==> config.mk <==
export PLATFORM = sky130hd
export DESIGN_NAME = instr_prefetch_buffer
export DESIGN_NICKNAME = d
export VERILOG_FILES = /design/src/rtl/instr_prefetch_buffer.sv
export SDC_FILE = /design/constraint.sdc
export NUM_CORES = 1
export LEC_CHECK = 0
export ABC_CLOCK_PERIOD_IN_PS = 5000
export BUFFER_PORTS_ARGS = -buffer_cell sky130_fd_sc_hd__buf_4
export CAP_MARGIN = 15
export CORE_ASPECT_RATIO = 0.9
export CORE_MARGIN = 2
export CORE_UTILIZATION = 55
export CTS_CLUSTER_DIAMETER = 40
export DETAILED_ROUTE_END_ITERATION = 12
export PLACE_DENSITY = 0.73
export SLEW_MARGIN = 5
export SYNTH_ARGS = -nofsm -noshare
export SYNTH_HDL_FRONTEND = slang
export SYNTH_SLANG_ARGS = --single-unit
export TNS_END_PERCENT = 5
==> constraint.sdc <==
create_clock -name clk -period 5 [get_ports clk]
set_input_delay 0.75 -clock clk [delete_from_list [all_inputs] [get_ports clk]]
set_output_delay 0.75 -clock clk [all_outputs]
set_load 0.02 [all_outputs]
==> src/rtl/instr_prefetch_buffer.sv <==
// instr_prefetch_buffer: IF-stage sequential prefetcher with an in-order response FIFO and redirect flush.
// Optional feature macro PREFETCH_BYPASS_EN: a live response into an empty FIFO drives the outputs in the same cycle.
module instr_prefetch_buffer #(
    parameter int          DEPTH           = 4,
    parameter int          MAX_OUTSTANDING = 2,
    parameter logic [31:0] RESET_PC        = 32'h0000_0000
) (
    input  logic        clk,
    input  logic        resetn,
    output logic        imem_req_valid_o,
    input  logic        imem_req_ready_i,
    output logic [31:0] imem_req_addr_o,
    input  logic        imem_rsp_valid_i,
    input  logic [31:0] imem_rsp_data_i,
    input  logic        redirect_i,
    input  logic [31:0] redirect_pc_i,
    input  logic        id_ready_i,
    output logic [31:0] instr_o,
    output logic [31:0] pc_o,
    output logic        instr_valid_o
);
    localparam int AW = $clog2(DEPTH);
    localparam int CW = $clog2(DEPTH + 1);
    localparam logic [31:0] NOP = 32'h0000_0013;

    logic [31:0]   fifo_data [DEPTH];
    logic [31:0]   fifo_pc [DEPTH];
    logic [AW-1:0] rd_ptr, wr_ptr;
    logic [CW-1:0] fifo_count, outstanding, drop_cnt, os_sum, os_next;
    logic [CW:0]   credit_used;
    logic [31:0]   fetch_pc, rsp_pc, target;
    logic          req_fire, rsp_seen, rsp_live, bypass, push, pop, fifo_empty;

    // Credit-based request issue, response classification and FIFO push/pop decisions
    always_comb begin
        fifo_empty       = fifo_count == '0;
        credit_used      = {1'b0, fifo_count} + {1'b0, outstanding - drop_cnt};
        imem_req_valid_o = resetn && outstanding < CW'(MAX_OUTSTANDING) && credit_used < (CW+1)'(DEPTH);
        imem_req_addr_o  = fetch_pc;
        req_fire         = imem_req_valid_o && imem_req_ready_i;
        rsp_seen         = resetn && imem_rsp_valid_i;
        os_sum           = outstanding + CW'(req_fire);
        os_next          = (rsp_seen && os_sum != '0) ? os_sum - CW'(1) : os_sum;
        rsp_live         = rsp_seen && drop_cnt == '0 && !redirect_i;
`ifdef PREFETCH_BYPASS_EN
        bypass           = rsp_live && fifo_empty;
`else
        bypass           = 1'b0;
`endif
        push             = rsp_live && !(bypass && id_ready_i);
        pop              = !redirect_i && !fifo_empty && id_ready_i;
        target           = redirect_pc_i & ~32'h3;
    end

    // Decoder-facing view: FIFO head, bypassed response, or NOP when nothing valid
    always_comb begin
        instr_valid_o = resetn && (!fifo_empty || bypass);
        instr_o       = !instr_valid_o ? NOP : bypass ? imem_rsp_data_i : fifo_data[rd_ptr];
        pc_o          = !instr_valid_o ? 32'h0 : bypass ? rsp_pc : fifo_pc[rd_ptr];
    end

    // Control state: fetch/response PCs, pointers, occupancy and stale-response accounting
    always_ff @(posedge clk) begin
        if (!resetn) begin
            fetch_pc    <= RESET_PC;
            rsp_pc      <= RESET_PC;
            rd_ptr      <= '0;
            wr_ptr      <= '0;
            fifo_count  <= '0;
            outstanding <= '0;
            drop_cnt    <= '0;
        end else begin
            outstanding <= os_next;
            if (redirect_i) begin
                fetch_pc   <= target;
                rsp_pc     <= target;
                rd_ptr     <= '0;
                wr_ptr     <= '0;
                fifo_count <= '0;
                drop_cnt   <= os_next;
            end else begin
                if (req_fire) fetch_pc <= fetch_pc + 32'd4;
                if (rsp_live) rsp_pc <= rsp_pc + 32'd4;
                if (rsp_seen && drop_cnt != '0) drop_cnt <= drop_cnt - CW'(1);
                if (push) wr_ptr <= wr_ptr + AW'(1);
                if (pop) rd_ptr <= rd_ptr + AW'(1);
                fifo_count <= fifo_count + CW'(push) - CW'(pop);
            end
        end
    end

    // Entry storage; needs no reset since occupancy gates every read
    always_ff @(posedge clk) begin
        if (push) begin
            fifo_data[wr_ptr] <= imem_rsp_data_i;
            fifo_pc[wr_ptr]   <= rsp_pc;
        end
    end
endmodule

==> metrics.cfg <==
[synthesis]
synth_warnings=0
ys_seq_area_share_pct=67.3
ys_ff_latch=323
synth_common_cells=edfxtp_1, dfxtp_1, mux4_2, nor2b_1, a21oi_1
synthArstFlopShare_pct=0
synthDistinctLibCells=46
netlist.area_leader.share_pct=56.0
synth_edf_count=248
synthFlopType=edfxtp_1
synth_most_common_cell=edfxtp_1
synth_cells=865
syn-cell-area_sq_um=13300
syn_avg_cell_area_sq_um=15.4
synthTopCellsByArea=edfxtp_1, dfxtp_1, mux4_2
synth_top_area_cell=edfxtp_1

[cts]
cts_tree=built
ctsRootBufferMaster=clkbuf_16
cts.repair.resized=0
numCtsBuffers=39
cts_hold_buf=0
insertion_delay_ns=0.53
htreeDepth=2
path_clk_slew_ns=0.06
cts_sinks=323
post_cts_buffers=0
clk_path_buf_depth=3

[route]
via_per_inst=5.78
ant_nets=0
drt_wl_total_um=27100
num_vias=7894
detail_route.wl_per_cell_um=19.8
drtIter0Drc=645
drtPass1Iterations=5
drc=0

[global_routing]
grtUsageTotal_pct=21.8
grt_max_degree=63
antenna_found_initial=0
gr-total-overflow=0
grt_pass1_wl_um=42700
grt_pass1_vias=7769

[setup_path]
path_common_cell=ha_1
cp_slowest_stage_delay_ns=0.37
worstPathRequired_ns=5.41
startpoint_type=register
critPathKind=register to register
end_kind=register
crit_slowest_cell=dfxtp_1
cp_cell_sequence=ha_1 > inv_1 > fa_1 > xnor2_1 > xnor2_1 > ha_1 > nor2_1 > nand4_4 > clkinv_1 > ha_1 > ha_1 > inv_1 > ha_1 > ha_1 > nand2b_1 > nand2_1 > o21ai_0 > nand2_1 > o2bb2a_1
path_max_fanout=10
worstPathArrival_ns=4.13

[sta]
slew_headroom_pct=24.5
skew_ns=0.0232
period_needed_ns=3.72
hold_viol_final=0
fin_setup_tns_ns=0
rsz0062_at_grt=false
finalSetupViolCount=0
fmax_mhz=268
post-route-period-util_pct=74.5
maxSlewViolCount=0
worst_pin_slew_ns=1.12

[die]
chipHeight_um=151
rows=53
start_util_pct=56.5
core_area_sq_um=23500
pin_count=168
die_x_um=168
dieArea_sq_um=25400

[min_path]
hold_class=input pin to register

[final_layout]
drive_above_1_share_pct=29.4
multiInputGateArea_sq_um=4070
synthToLayoutAreaGrowth_pct=21.0
nNetsFinal=1124
post-route-util_pct=68.3
filler_cell_count=1565
seq_area_sq_um=8950
n_antenna_cell=0

[power]
max-vdd-ir-drop_mv=0.244
powerDensity_nw_per_um2=399
p_leak_nw=5.52

[place]
gp_congestion=0.865
io_buffer_count=161
dp_hpwl_um=17200

[status]
outcome=finished clean

[job]
maxCapViolCount=0

[critical path, delay by kind of cell (launching register included)]
| family | cells | cell delay, ns |
|---|---|---|
| flip-flops | 1 | 0.37 |
| AND/OR/NAND/NOR | 5 | 0.61 |
| AO/OA/AOI/OAI | 2 | 0.28 |
| adder cells (fa/ha/maj) | 7 | 1.72 |
| buffers and inverters | 3 | 0.36 |
| XOR/XNOR | 2 | 0.27 |
[sequential cells by signal (all words and copies together), names as in the netlist, named ones only]
signal / count
fifo_count: 3
fifo_pc: 120
rd_ptr: 2
fifo_data: 128
imem_req_addr_o: 30
wr_ptr: 2
drop_cnt: 3
rsp_pc: 30
outstanding: 3
[cells by family (layout without fill, tap and decap cells)]
group,after synthesis,after routing,synth area share (%)
xor+xnor,55,55,3.62
mux,63,63,10.6
other cells,1,4,0.0282
simple gates,225,225,9.88
buf+inv,68,264,2.23
fa+ha+maj,19,19,1.90
flops,323,323,67.3
compound gates,111,111,4.44
[routing by layer]
metal	track usage [%]	up-vias	part of all wire (%)
li1	-	3653	-
met1	31.1	3875	45
met4	5.13	0	1.3
met3	4.73	36	7.8
met2	34.8	330	46
met5	0	-	0
[final timing paths]
check	startpoint	to	slack [ns]	cells past startpoint
max	drop_cnt[0]	drop_cnt[1]	1.28	19
min	imem_rsp_data_i[24]	fifo_data[2][24]	0.43	1
max reg2reg	drop_cnt[0]	drop_cnt[1]	1.28	19
min reg2reg	wr_ptr[1]	wr_ptr[1]	0.49	2
[power breakdown]
group          switching (mW)  internal (mW)  total (mW)
Clock                    1.10           1.64        2.74
Sequential             0.0966           3.00        3.10
Combinational           0.310          0.267       0.577
[placed cells by master, fill, tap and decap left out, types with 6 or more instances in the layout]
cell       instances
a21oi_1           50
a31oi_1           13
and2_1             7
and3_1            10
and4_1             8
buf_4            170
clkbuf_16         41
dfxtp_1           73
edfxtp_1         248
ha_1              17
inv_1             20
inv_6              7
mux4_2            62
nand2_1           33
nand3_1           20
nand4_1           22
nor2_1            20
nor2b_1           59
nor3_1             8
nor4_1             6
o21ai_0           42
or3_1             10
xnor2_1           31
xor2_1            24
[cell type report]
cell class	count	share of cell area, %
Sequential cell	323	55.7
Clock inverter	23	1.38
Multi-Input combinational cell	477	25.3
Timing Repair Buffer	172	8.18
Clock buffer	47	6.58
Inverter	22	0.513
Tap cell	302	2.35
[through the flow]
step | hold slack [ns] | setup slack [ns] | std cells | area (sq um) | power, mW
CTS | 0.414 | 1.27 | 1366 | 16100 | 6.46
finish | 0.434 | 1.28 | 1366 | 16100 | 6.41
floorplan | 0.466 | 1.57 | 868 | 13300 | 3.52
global route | 0.406 | 0.947 | 1366 | 16100 | 6.65
detailed placement | 0.493 | 1.28 | 1296 | 14800 | 3.73
global placement | 0.482 | 1.30 | 1296 | 14800 | 3.71
Power figures use the tool's default switching activity.
